[src/rtl/rc4_pkg.sv]
// Shared types and widths for the RC4 phase sequencer and its memory mux.
// Phase encoding doubles as the mux select and the externally visible phase output.
package rc4_pkg;

    localparam int KEY_WIDTH  = 24;
    localparam int ADDR_WIDTH = 8;
    localparam int DATA_WIDTH = 8;
    localparam int WD_WIDTH   = 16;

    typedef enum logic [3:0] {
        IDLE,
        INIT_GO,
        INIT_WAIT,
        KSA_GO,
        KSA_WAIT,
        PRGA_GO,
        PRGA_WAIT,
        DONE,
        ERROR
    } state_t;

    typedef enum logic [1:0] {
        PH_NONE = 2'd0,
        PH_INIT = 2'd1,
        PH_KSA  = 2'd2,
        PH_PRGA = 2'd3
    } phase_t;

    function automatic phase_t state_phase(input state_t s);
        phase_t p;
        case (s)
            INIT_GO, INIT_WAIT: p = PH_INIT;
            KSA_GO, KSA_WAIT:   p = PH_KSA;
            PRGA_GO, PRGA_WAIT: p = PH_PRGA;
            default:            p = PH_NONE;
        endcase
        return p;
    endfunction

endpackage

[src/rtl/rc4_sequencer_if.sv]
// Bundle of control, phase handshake and S-memory request signals around the sequencer.
// The slave modport is the sequencer's view; master is the surrounding system.
interface rc4_sequencer_if;
    import rc4_pkg::*;

    logic                  start;
    logic [KEY_WIDTH-1:0]  secret_key;
    logic                  busy;
    logic                  done;
    logic                  error;
    logic [1:0]            phase;

    logic                  init_start;
    logic                  ksa_start;
    logic                  prga_start;
    logic                  init_finish;
    logic                  ksa_finish;
    logic                  prga_finish;

    logic [ADDR_WIDTH-1:0] init_address;
    logic [ADDR_WIDTH-1:0] ksa_address;
    logic [ADDR_WIDTH-1:0] prga_address;
    logic [DATA_WIDTH-1:0] init_data;
    logic [DATA_WIDTH-1:0] ksa_data;
    logic [DATA_WIDTH-1:0] prga_data;
    logic                  init_wren;
    logic                  ksa_wren;
    logic                  prga_wren;

    logic [KEY_WIDTH-1:0]  ksa_secret_key;
    logic [ADDR_WIDTH-1:0] mem_address;
    logic [DATA_WIDTH-1:0] mem_data;
    logic                  mem_wren;

    modport slave (
        input  start, secret_key,
        input  init_finish, ksa_finish, prga_finish,
        input  init_address, ksa_address, prga_address,
        input  init_data, ksa_data, prga_data,
        input  init_wren, ksa_wren, prga_wren,
        output busy, done, error, phase,
        output init_start, ksa_start, prga_start,
        output ksa_secret_key,
        output mem_address, mem_data, mem_wren
    );

    modport master (
        output start, secret_key,
        output init_finish, ksa_finish, prga_finish,
        output init_address, ksa_address, prga_address,
        output init_data, ksa_data, prga_data,
        output init_wren, ksa_wren, prga_wren,
        input  busy, done, error, phase,
        input  init_start, ksa_start, prga_start,
        input  ksa_secret_key,
        input  mem_address, mem_data, mem_wren
    );

endinterface

[src/rtl/s_mem_mux.sv]
// Combinational S-memory port selector: only the phase that currently owns the
// memory reaches it; with no owner the port is held at all zeros.
module s_mem_mux
    import rc4_pkg::*;
(
    input  phase_t                phase,
    input  logic [ADDR_WIDTH-1:0] init_address,
    input  logic [ADDR_WIDTH-1:0] ksa_address,
    input  logic [ADDR_WIDTH-1:0] prga_address,
    input  logic [DATA_WIDTH-1:0] init_data,
    input  logic [DATA_WIDTH-1:0] ksa_data,
    input  logic [DATA_WIDTH-1:0] prga_data,
    input  logic                  init_wren,
    input  logic                  ksa_wren,
    input  logic                  prga_wren,
    output logic [ADDR_WIDTH-1:0] mem_address,
    output logic [DATA_WIDTH-1:0] mem_data,
    output logic                  mem_wren
);

    always_comb begin
        mem_address = '0;
        mem_data    = '0;
        mem_wren    = 1'b0;
        case (phase)
            PH_INIT: begin
                mem_address = init_address;
                mem_data    = init_data;
                mem_wren    = init_wren;
            end
            PH_KSA: begin
                mem_address = ksa_address;
                mem_data    = ksa_data;
                mem_wren    = ksa_wren;
            end
            PH_PRGA: begin
                mem_address = prga_address;
                mem_data    = prga_data;
                mem_wren    = prga_wren;
            end
            default: begin
                mem_address = '0;
                mem_data    = '0;
                mem_wren    = 1'b0;
            end
        endcase
    end

endmodule

[src/rtl/rc4_sequencer.sv]
// Runs the init, KSA and PRGA phase FSMs in order, owns the shared S-memory port
// and watches each phase with a saturating watchdog.
module rc4_sequencer
    import rc4_pkg::*;
#(
    parameter int TIMEOUT = 4095
) (
    input  logic clock,
    input  logic reset,
    rc4_sequencer_if.slave bus
);

    localparam logic [WD_WIDTH-1:0] TIMEOUT_LIMIT = WD_WIDTH'(TIMEOUT);

    state_t               state_reg;
    state_t               state_next;
    logic [WD_WIDTH-1:0]  wd_reg;
    logic [WD_WIDTH-1:0]  wd_next;
    logic [WD_WIDTH-1:0]  wd_inc;
    logic                 wd_expired;
    logic [KEY_WIDTH-1:0] key_reg;
    logic [KEY_WIDTH-1:0] key_next;

    phase_t               phase_reg;
    logic                 busy_reg;
    logic                 done_reg;
    logic                 error_reg;
    logic                 init_start_reg;
    logic                 ksa_start_reg;
    logic                 prga_start_reg;

    // wd_inc is the count including the current WAIT cycle; hitting the limit
    // here means this cycle is the last one the phase is allowed.
    assign wd_inc     = (wd_reg == '1) ? wd_reg : wd_reg + 1'b1;
    assign wd_expired = (wd_inc >= TIMEOUT_LIMIT);

    always_comb begin
        state_next = state_reg;
        key_next   = key_reg;
        wd_next    = '0;
        case (state_reg)
            IDLE, DONE, ERROR: begin
                if (bus.start) begin
                    state_next = INIT_GO;
                    key_next   = bus.secret_key;
                end
            end
            INIT_GO: state_next = INIT_WAIT;
            INIT_WAIT: begin
                if (bus.init_finish) begin
                    state_next = KSA_GO;
                end else if (wd_expired) begin
                    state_next = ERROR;
                end else begin
                    wd_next = wd_inc;
                end
            end
            KSA_GO: state_next = KSA_WAIT;
            KSA_WAIT: begin
                if (bus.ksa_finish) begin
                    state_next = PRGA_GO;
                end else if (wd_expired) begin
                    state_next = ERROR;
                end else begin
                    wd_next = wd_inc;
                end
            end
            PRGA_GO: state_next = PRGA_WAIT;
            PRGA_WAIT: begin
                if (bus.prga_finish) begin
                    state_next = DONE;
                end else if (wd_expired) begin
                    state_next = ERROR;
                end else begin
                    wd_next = wd_inc;
                end
            end
            default: state_next = IDLE;
        endcase
    end

    // Status outputs are loaded from state_next so each register always equals
    // the decode of the current state while never looking at an input directly.
    always_ff @(posedge clock) begin
        if (reset) begin
            state_reg      <= IDLE;
            wd_reg         <= '0;
            key_reg        <= '0;
            phase_reg      <= PH_NONE;
            busy_reg       <= 1'b0;
            done_reg       <= 1'b0;
            error_reg      <= 1'b0;
            init_start_reg <= 1'b0;
            ksa_start_reg  <= 1'b0;
            prga_start_reg <= 1'b0;
        end else begin
            state_reg      <= state_next;
            wd_reg         <= wd_next;
            key_reg        <= key_next;
            phase_reg      <= state_phase(state_next);
            busy_reg       <= (state_phase(state_next) != PH_NONE);
            done_reg       <= (state_next == DONE);
            error_reg      <= (state_next == ERROR);
            init_start_reg <= (state_next == INIT_GO);
            ksa_start_reg  <= (state_next == KSA_GO);
            prga_start_reg <= (state_next == PRGA_GO);
        end
    end

    assign bus.busy           = busy_reg;
    assign bus.done           = done_reg;
    assign bus.error          = error_reg;
    assign bus.phase          = phase_reg;
    assign bus.init_start     = init_start_reg;
    assign bus.ksa_start      = ksa_start_reg;
    assign bus.prga_start     = prga_start_reg;
    assign bus.ksa_secret_key = key_reg;

    s_mem_mux u_s_mem_mux (
        .phase        (phase_reg),
        .init_address (bus.init_address),
        .ksa_address  (bus.ksa_address),
        .prga_address (bus.prga_address),
        .init_data    (bus.init_data),
        .ksa_data     (bus.ksa_data),
        .prga_data    (bus.prga_data),
        .init_wren    (bus.init_wren),
        .ksa_wren     (bus.ksa_wren),
        .prga_wren    (bus.prga_wren),
        .mem_address  (bus.mem_address),
        .mem_data     (bus.mem_data),
        .mem_wren     (bus.mem_wren)
    );

endmodule
[src/flat_wrapper.sv]
// flat-port wrapper written by rule: the top's interface ports become plain ports
module rc4_sequencer_flat import rc4_pkg::*;
#(
    parameter int TIMEOUT = 4095
)
  (clock, reset, bus_start, bus_secret_key, bus_init_finish, bus_ksa_finish, bus_prga_finish, bus_init_address, bus_ksa_address, bus_prga_address, bus_init_data, bus_ksa_data, bus_prga_data, bus_init_wren, bus_ksa_wren, bus_prga_wren, bus_busy, bus_done, bus_error, bus_phase, bus_init_start, bus_ksa_start, bus_prga_start, bus_ksa_secret_key, bus_mem_address, bus_mem_data, bus_mem_wren);
  rc4_sequencer_if bus_i ();
  input  logic clock;
  input  logic reset;
  input wire logic [$bits(bus_i.start)-1:0] bus_start;
  input wire logic [$bits(bus_i.secret_key)-1:0] bus_secret_key;
  input wire logic [$bits(bus_i.init_finish)-1:0] bus_init_finish;
  input wire logic [$bits(bus_i.ksa_finish)-1:0] bus_ksa_finish;
  input wire logic [$bits(bus_i.prga_finish)-1:0] bus_prga_finish;
  input wire logic [$bits(bus_i.init_address)-1:0] bus_init_address;
  input wire logic [$bits(bus_i.ksa_address)-1:0] bus_ksa_address;
  input wire logic [$bits(bus_i.prga_address)-1:0] bus_prga_address;
  input wire logic [$bits(bus_i.init_data)-1:0] bus_init_data;
  input wire logic [$bits(bus_i.ksa_data)-1:0] bus_ksa_data;
  input wire logic [$bits(bus_i.prga_data)-1:0] bus_prga_data;
  input wire logic [$bits(bus_i.init_wren)-1:0] bus_init_wren;
  input wire logic [$bits(bus_i.ksa_wren)-1:0] bus_ksa_wren;
  input wire logic [$bits(bus_i.prga_wren)-1:0] bus_prga_wren;
  output wire logic [$bits(bus_i.busy)-1:0] bus_busy;
  output wire logic [$bits(bus_i.done)-1:0] bus_done;
  output wire logic [$bits(bus_i.error)-1:0] bus_error;
  output wire logic [$bits(bus_i.phase)-1:0] bus_phase;
  output wire logic [$bits(bus_i.init_start)-1:0] bus_init_start;
  output wire logic [$bits(bus_i.ksa_start)-1:0] bus_ksa_start;
  output wire logic [$bits(bus_i.prga_start)-1:0] bus_prga_start;
  output wire logic [$bits(bus_i.ksa_secret_key)-1:0] bus_ksa_secret_key;
  output wire logic [$bits(bus_i.mem_address)-1:0] bus_mem_address;
  output wire logic [$bits(bus_i.mem_data)-1:0] bus_mem_data;
  output wire logic [$bits(bus_i.mem_wren)-1:0] bus_mem_wren;
  assign bus_i.start = bus_start;
  assign bus_i.secret_key = bus_secret_key;
  assign bus_i.init_finish = bus_init_finish;
  assign bus_i.ksa_finish = bus_ksa_finish;
  assign bus_i.prga_finish = bus_prga_finish;
  assign bus_i.init_address = bus_init_address;
  assign bus_i.ksa_address = bus_ksa_address;
  assign bus_i.prga_address = bus_prga_address;
  assign bus_i.init_data = bus_init_data;
  assign bus_i.ksa_data = bus_ksa_data;
  assign bus_i.prga_data = bus_prga_data;
  assign bus_i.init_wren = bus_init_wren;
  assign bus_i.ksa_wren = bus_ksa_wren;
  assign bus_i.prga_wren = bus_prga_wren;
  assign bus_busy = bus_i.busy;
  assign bus_done = bus_i.done;
  assign bus_error = bus_i.error;
  assign bus_phase = bus_i.phase;
  assign bus_init_start = bus_i.init_start;
  assign bus_ksa_start = bus_i.ksa_start;
  assign bus_prga_start = bus_i.prga_start;
  assign bus_ksa_secret_key = bus_i.ksa_secret_key;
  assign bus_mem_address = bus_i.mem_address;
  assign bus_mem_data = bus_i.mem_data;
  assign bus_mem_wren = bus_i.mem_wren;
  rc4_sequencer #(.TIMEOUT(TIMEOUT)) u_core (.clock(clock), .reset(reset), .bus(bus_i));
endmodule
[config.mk]
export PLATFORM = sky130hd
export DESIGN_NAME = rc4_sequencer_flat
export DESIGN_NICKNAME = d
export VERILOG_FILES = /design/src/rtl/rc4_pkg.sv /design/src/rtl/rc4_sequencer_if.sv /design/src/rtl/s_mem_mux.sv /design/src/rtl/rc4_sequencer.sv /design/src/flat_wrapper.sv
export SDC_FILE = /design/constraint.sdc
export NUM_CORES = 1
export LEC_CHECK = 0
export BUFFER_PORTS_ARGS = -buffer_cell sky130_fd_sc_hd__buf_2
export CORE_MARGIN = 2
export CORE_UTILIZATION = 45
export DETAILED_ROUTE_END_ITERATION = 12
export PLACE_DENSITY = 0.8
export SYNTH_ARGS = -nofsm -noshare
export SYNTH_HDL_FRONTEND = slang
export SYNTH_SLANG_ARGS = --single-unit
[constraint.sdc]
create_clock -name clock -period 3.25 [get_ports clock]
set_clock_uncertainty 0.1 [all_clocks]
set_input_delay 0.65 -clock clock [delete_from_list [all_inputs] [get_ports clock]]
set_output_delay 0.65 -clock clock [all_outputs]
set_load 0.005 [all_outputs]
After elaboration in Yosys (flattened, before gate mapping). Cells that the tools add are included.

Bits in registers: 52. Output and inout port bits: 49. Word-level logic and storage cells: 56.

Add/sub/neg operators: 1. Magnitude comparators: 1. Equality and inequality tests: 20. Mux-type cells: 17. Reduce and logical (&&, ||, !) cells: 7.

Operator list (number): $mux W16 (5); $pmux W16 S3 (1); $pmux W8 S3 (2); $eq A4 B3 Y1 const B (8); $pmux W4 S7 (1); $mux W4 (5); $add A16 B1 Y16 const B (1); $eq A16 B16 Y1 const B (1); $eq A4 B2 Y1 const B (4); $ge A16 B12 Y1 const B (1); $eq A4 B1 Y1 const B (2); $eq A4 B4 Y1 const B (2); $pmux W2 S3 (1); $reduce_or A2 Y1 (3); $eq A2 B2 Y1 const B (2); $logic_not A4 Y1 (1); $pmux W1 S3 (1); $reduce_or A3 Y1 (1); $eq A2 B1 Y1 const B (1); $mux W2 (1); $reduce_and A2 Y1 (1); $reduce_bool A2 Y1 (1).

Depth between registers and ports, before layout.
Depth in word-level cells: 11. Mapped depth: 9. Gate-level depth less buffers: 8.

Cells and area by module. Synthesis repeated with hierarchy kept, for this count alone.

Cells, all modules: 273. Area, all modules: 2701.3 um^2.

By module, submodules not included: rc4_sequencer (times used 1, cells an instance 232, area each 2247.2 um^2, sequential area each 1041.0 um^2); s_mem_mux (times used 1, cells an instance 41, area each 454.2 um^2, sequential area each 0.0 um^2).

Worst setup path before layout. Ideal clock, no wire load.

Path type: register to register. Start: reg u_core.wd_reg[0]. End: reg u_core.phase_reg[1] (netlist: u_core.bus.phase[1]). Library setup time: 0.133 ns. Arrival: 2.179 ns. Required time: 3.017 ns. Setup slack: 0.839 ns. Cell stages (with the launch flop): 9. Path buffers: 0. Period minus slack after synthesis: 2.411 ns. Cell sequence: dfxtp_1 > ha_1 > nand4_4 > nor3_1 > mux2i_1 > nand2_1 > o21ai_1 > and3_1 > a211oi_2.

Longest elaborated chain between the ends: 9. Elaborated cells on any way between the ends: 19.

Ends and longest elaborated chain: start, declared (RTL line rc4_sequencer.sv:17) `logic [WD_WIDTH-1:0] wd_reg;`; start signal, assigned (RTL line rc4_sequencer.sv:98) `wd_reg <= wd_next;`; $add A16 B1 Y16 / $eq A16 B16 Y1 (equally long branches) (RTL line rc4_sequencer.sv:34) `assign wd_inc = (wd_reg == '1) ? wd_reg : wd_reg + 1'b1;`; $mux W16 (*) (RTL line rc4_sequencer.sv:34); $ge A16 B12 Y1 (*) (RTL line rc4_sequencer.sv:35) `assign wd_expired = (wd_inc >= TIMEOUT_LIMIT);`; $mux W4 (*) (RTL line rc4_sequencer.sv:52, rc4_sequencer.sv:62, rc4_sequencer.sv:72); $mux W4, on equally long branches (RTL line rc4_sequencer.sv:70, rc4_sequencer.sv:50, rc4_sequencer.sv:60); $pmux W4 S7 (*) (RTL line rc4_sequencer.sv:41) `case (state_reg)`; $eq A4 B3 Y1 (tied with other cells) (RTL line rc4_pkg.sv:31) `case (s)`; $reduce_or A2 Y1 (RTL line rc4_pkg.sv:31); $pmux W2 S3 (*) (RTL line rc4_pkg.sv:31); end signal, assigned (RTL line rc4_sequencer.sv:100) `phase_reg <= state_phase(state_next);`; end, declared (RTL line rc4_sequencer.sv:24) `phase_t phase_reg;`.

Mark *: on every way between the ends. The rest lies on a longest branch, timed or not. A chain may end at the register's enable or synchronous reset.

Final worst setup path.
Start: reg u_core.wd_reg[0]. End: reg u_core.wd_reg[10].

Longest elaborated chain between the ends: 6. Elaborated cells on any way between the ends: 9.

Ends and longest elaborated chain (RTL line): $add A16 B1 Y16 / $eq A16 B16 Y1 (equally long branches) (rc4_sequencer.sv:34); $mux W16 (*) (rc4_sequencer.sv:34); $ge A16 B12 Y1 (rc4_sequencer.sv:35); $mux W16 (*) (rc4_sequencer.sv:52, rc4_sequencer.sv:62, rc4_sequencer.sv:72); $mux W16, on equally long branches (rc4_sequencer.sv:70, rc4_sequencer.sv:50, rc4_sequencer.sv:60); $pmux W16 S3 (*) (rc4_sequencer.sv:41).

Marked as above.

==> results by group <==
Min path
  – Hold path start: u_core.bus.ksa_secret_key[17]$_SDFFE_PP0P_
  – Hold endpoint: u_core.bus.ksa_secret_key[17]$_SDFFE_PP0P_
  – Worst hold-check path type: register to register
  – Hold path depth: 2

Clock network
  – Clock sink total: 52
  – Hold buffer count at cts: 0
  – Clock buffer depth: 2
  – Post_cts resized: 0
  – CTS root buffer: clkbuf_8
  – TritonCTS clock tree: built
  – H-tree levels: 2
  – CTS Buf Count: 5
  – Clock transition at path regs: approximately 0.09 ns
  – Post-CTS setup buffer count: 0
  – Clock latency on the worst-skew pair: about 0.30 ns

Final layout
  – Final non-filler cell area: 0.00332 sq mm
  – Fillers: 521
  – Area growth from synthesis to layout: 31.6%
  – Multi-input combinational cell area: between 0.001 and 0.0015 sq mm
  – Reg area: 0.00104 sq mm
  – Util after Layout: 0.607
  – Fin nets: between 500 and 600
  – Layout cell share with drive strength beyond 1: 0.389
  – Number of flip-flops under the largest register name: 24

Global route
  – Global route total overflow: 0
  – Initial antenna violation count: 2
  – Gr usage total: 0.213
  – Global-route wire length before repair: around 11000 um
  – Vias in the first global route: 2384
  – Largest net degree at the start of global routing: 35

Worst setup path
  – CP Class: register to register
  – Reg2reg setup slack: between 0.4 and 0.5 ns
  – Reg2reg path depth: 6
  – RR Startpoint: u_core.wd_reg[0]$_SDFF_PP0_
  – CP endpoint kind: register
  – Setup crit start kind: register
  – Req. time, crit path: 3.35 ns
  – Crit path DAT: a little under 3 ns
  – RR Endpoint: u_core.wd_reg[10]$_SDFF_PP0_
  – Worst-path maximum fanout: 12

Floorplan
  – Starting Density: 0.461
  – DIE HEIGHT: a little under 80 um
  – FP Rows: 27
  – Core area: between 0.005 and 0.006 sq mm
  – I/O pin count: 130
  – Die span in x: ~79 um
  – Die area: 0.00622 sq mm

Route
  – Post-DR vias/cell: around 5
  – DR pass1 iterations: 4
  – Iter 0 DRT Violations: ~110
  – DRC errors left: 0
  – Post-route ant nets: 0
  – Detailed Route WL: roughly 6700 um
  – Total number of vias: roughly 2600
  – Avg WL per Cell: 13.3 um

Power
  – Comb power frac: 0.207
  – Switching power share of the total: 0.263
  – Power Internal: 995 uW
  – Tot Pwr: ~1400 uW
  – Cell Pwr Density: ~400 mW/mm^2
  – Seq pwr share: 0.520
  – Maximum vdd drop: 284 uV
  – Switching power: around 350 uW
  – Clock power share: 0.273
  – Reported leakage power: about 0.0015 uW

Timing
  – Slew @ Worst Pin: 0.762 ns
  – # setup viols final: 0
  – Setup_tns: 0 ns
  – Crit share post-route: 0.861
  – Fin. Hold Viols: 0
  – Final worst path period need: 2.80 ns
  – RSZ-0062 raised after global routing: false
  – Slew Limit Fails: 0
  – F_max: ~0.36 GHz
  – Max-slew headroom at the worst pin: 0.491

Logic synthesis
  – Share of synthesized flip-flops with an asynchronous set or reset: 0
  – Synthesis-stage register bit count: 52
  – Post-synth EDFFs: 0
  – Most frequent cell after synthesis: nand2_1
  – Most common library cells after synthesis: 61 x nand2_1, 52 x dfxtp_1, 34 x a21oi_1
  – Post-synth top area share: 0.413
  – Main area contributors after synthesis: dfxtp_1 41%, nand2_1 9.1%, mux2_2 8.0%
  – Post-synth top flop: dfxtp_1
  – Number of library cell types mapped by synthesis: between 40 and 50
  – Post-Syn Area: between 0.002 and 0.003 sq mm
  – Mean area per synthesized cell: 8.35 sq um
  – Sequential area share after synthesis: 0.413
  – YS warnings: 0
  – Cell taking the most area after synthesis: dfxtp_1
  – Cells after synthesis: ~300

Placement
  – Post-DP Area: ~0.0032 sq mm
  – Routability cong.: a little over 0.9
  – DP HPWL: around 5200 um
  – I/O Buffers: about 130

Run status
  – Status: finished, final reports clean

Flow run
  – Max cap viols: 0
worst max-delay path, stage by stage, from the launching register on:
cell and delay [ns]:
dfxtp_1 0.44, ha_1 0.33, nand4_4 0.16, nor3_1 0.25
mux2i_1 0.52, nand4_1 0.55, a311oi_1 0.36
cell type report:
class,count,share of cell area
Multi-Input combinational cell,230,0.423
Sequential cell,52,0.313
Timing Repair Buffer,132,0.201
Tap cell,72,0.0271
Clock buffer,7,0.0260
Inverter,5,0.00565
Clock inverter,1,0.00226
Antenna cell,2,0.00151
power groups by stage:
stage	clock network (uW)	logic, uW	registers [uW]
global route	411	311	709
global placement	0	274	716
floorplan	0	167	703
CTS	381	280	703
finish	369	279	702
detailed placement	0	279	717
per-stage QoR:
stage,setup WS (ns),hold slack [ns],cells
after floorplan,0.839,0.353,305
after global placement,0.571,0.338,491
after detailed placement,0.448,0.345,491
after CTS,0.425,0.356,499
after global routing,0.138,0.374,501
final,0.453,0.353,501
worst max path at each step:
stage                                startpoint                             end  slack, ns  cells past startpoint
finish              u_core.wd_reg[0]$_SDFF_PP0_    u_core.wd_reg[10]$_SDFF_PP0_       0.45                      6
global route        u_core.wd_reg[0]$_SDFF_PP0_    u_core.wd_reg[10]$_SDFF_PP0_       0.14                      6
CTS                 u_core.wd_reg[0]$_SDFF_PP0_    u_core.wd_reg[10]$_SDFF_PP0_       0.42                      6
detailed placement  u_core.wd_reg[0]$_SDFF_PP0_    u_core.wd_reg[10]$_SDFF_PP0_       0.45                      6
global placement    u_core.wd_reg[0]$_SDFF_PP0_    u_core.wd_reg[10]$_SDFF_PP0_       0.57                      6
floorplan           u_core.wd_reg[0]$_SDFF_PP0_  u_core.bus.phase[1]$_SDFF_PP0_       0.84                      8
layout by cell type (no fill, tap or decap), types with 4 or more instances in the layout:
master,synthesis,layout
nor2_1,23,23
buf_2,1,129
conb_1,1,4
clkbuf_8,0,6
dfxtp_1,52,52
nand2_1,61,61
inv_1,5,5
a22o_1,17,17
a21oi_1,34,34
mux2_2,18,18
nor3_1,13,13
nand3_1,5,5
o21ai_0,4,4
xnor2_1,4,4
routing by layer:
layer,part of all wire,wire [um],vias to the layer above,global-route usage
li1,-,-,1315,-
met1,0.38,2560,1123,0.232
met2,0.50,3310,115,0.373
met3,0.10,690,6,0.0784
met4,0.018,117,0,0.0862
met5,0,0,-,0
cells by family after synthesis:
kind of cell / after synthesis / synth area share
buf+inv: 23 / 0.0352
xor+xnor: 6 / 0.0208
flops: 52 / 0.413
compound gates: 73 / 0.194
fa+ha+maj: 1 / 0.00496
other cells: 1 / 0.00149
simple gates: 126 / 0.243
mux: 20 / 0.0883
(Power assumes the default switching activity.)
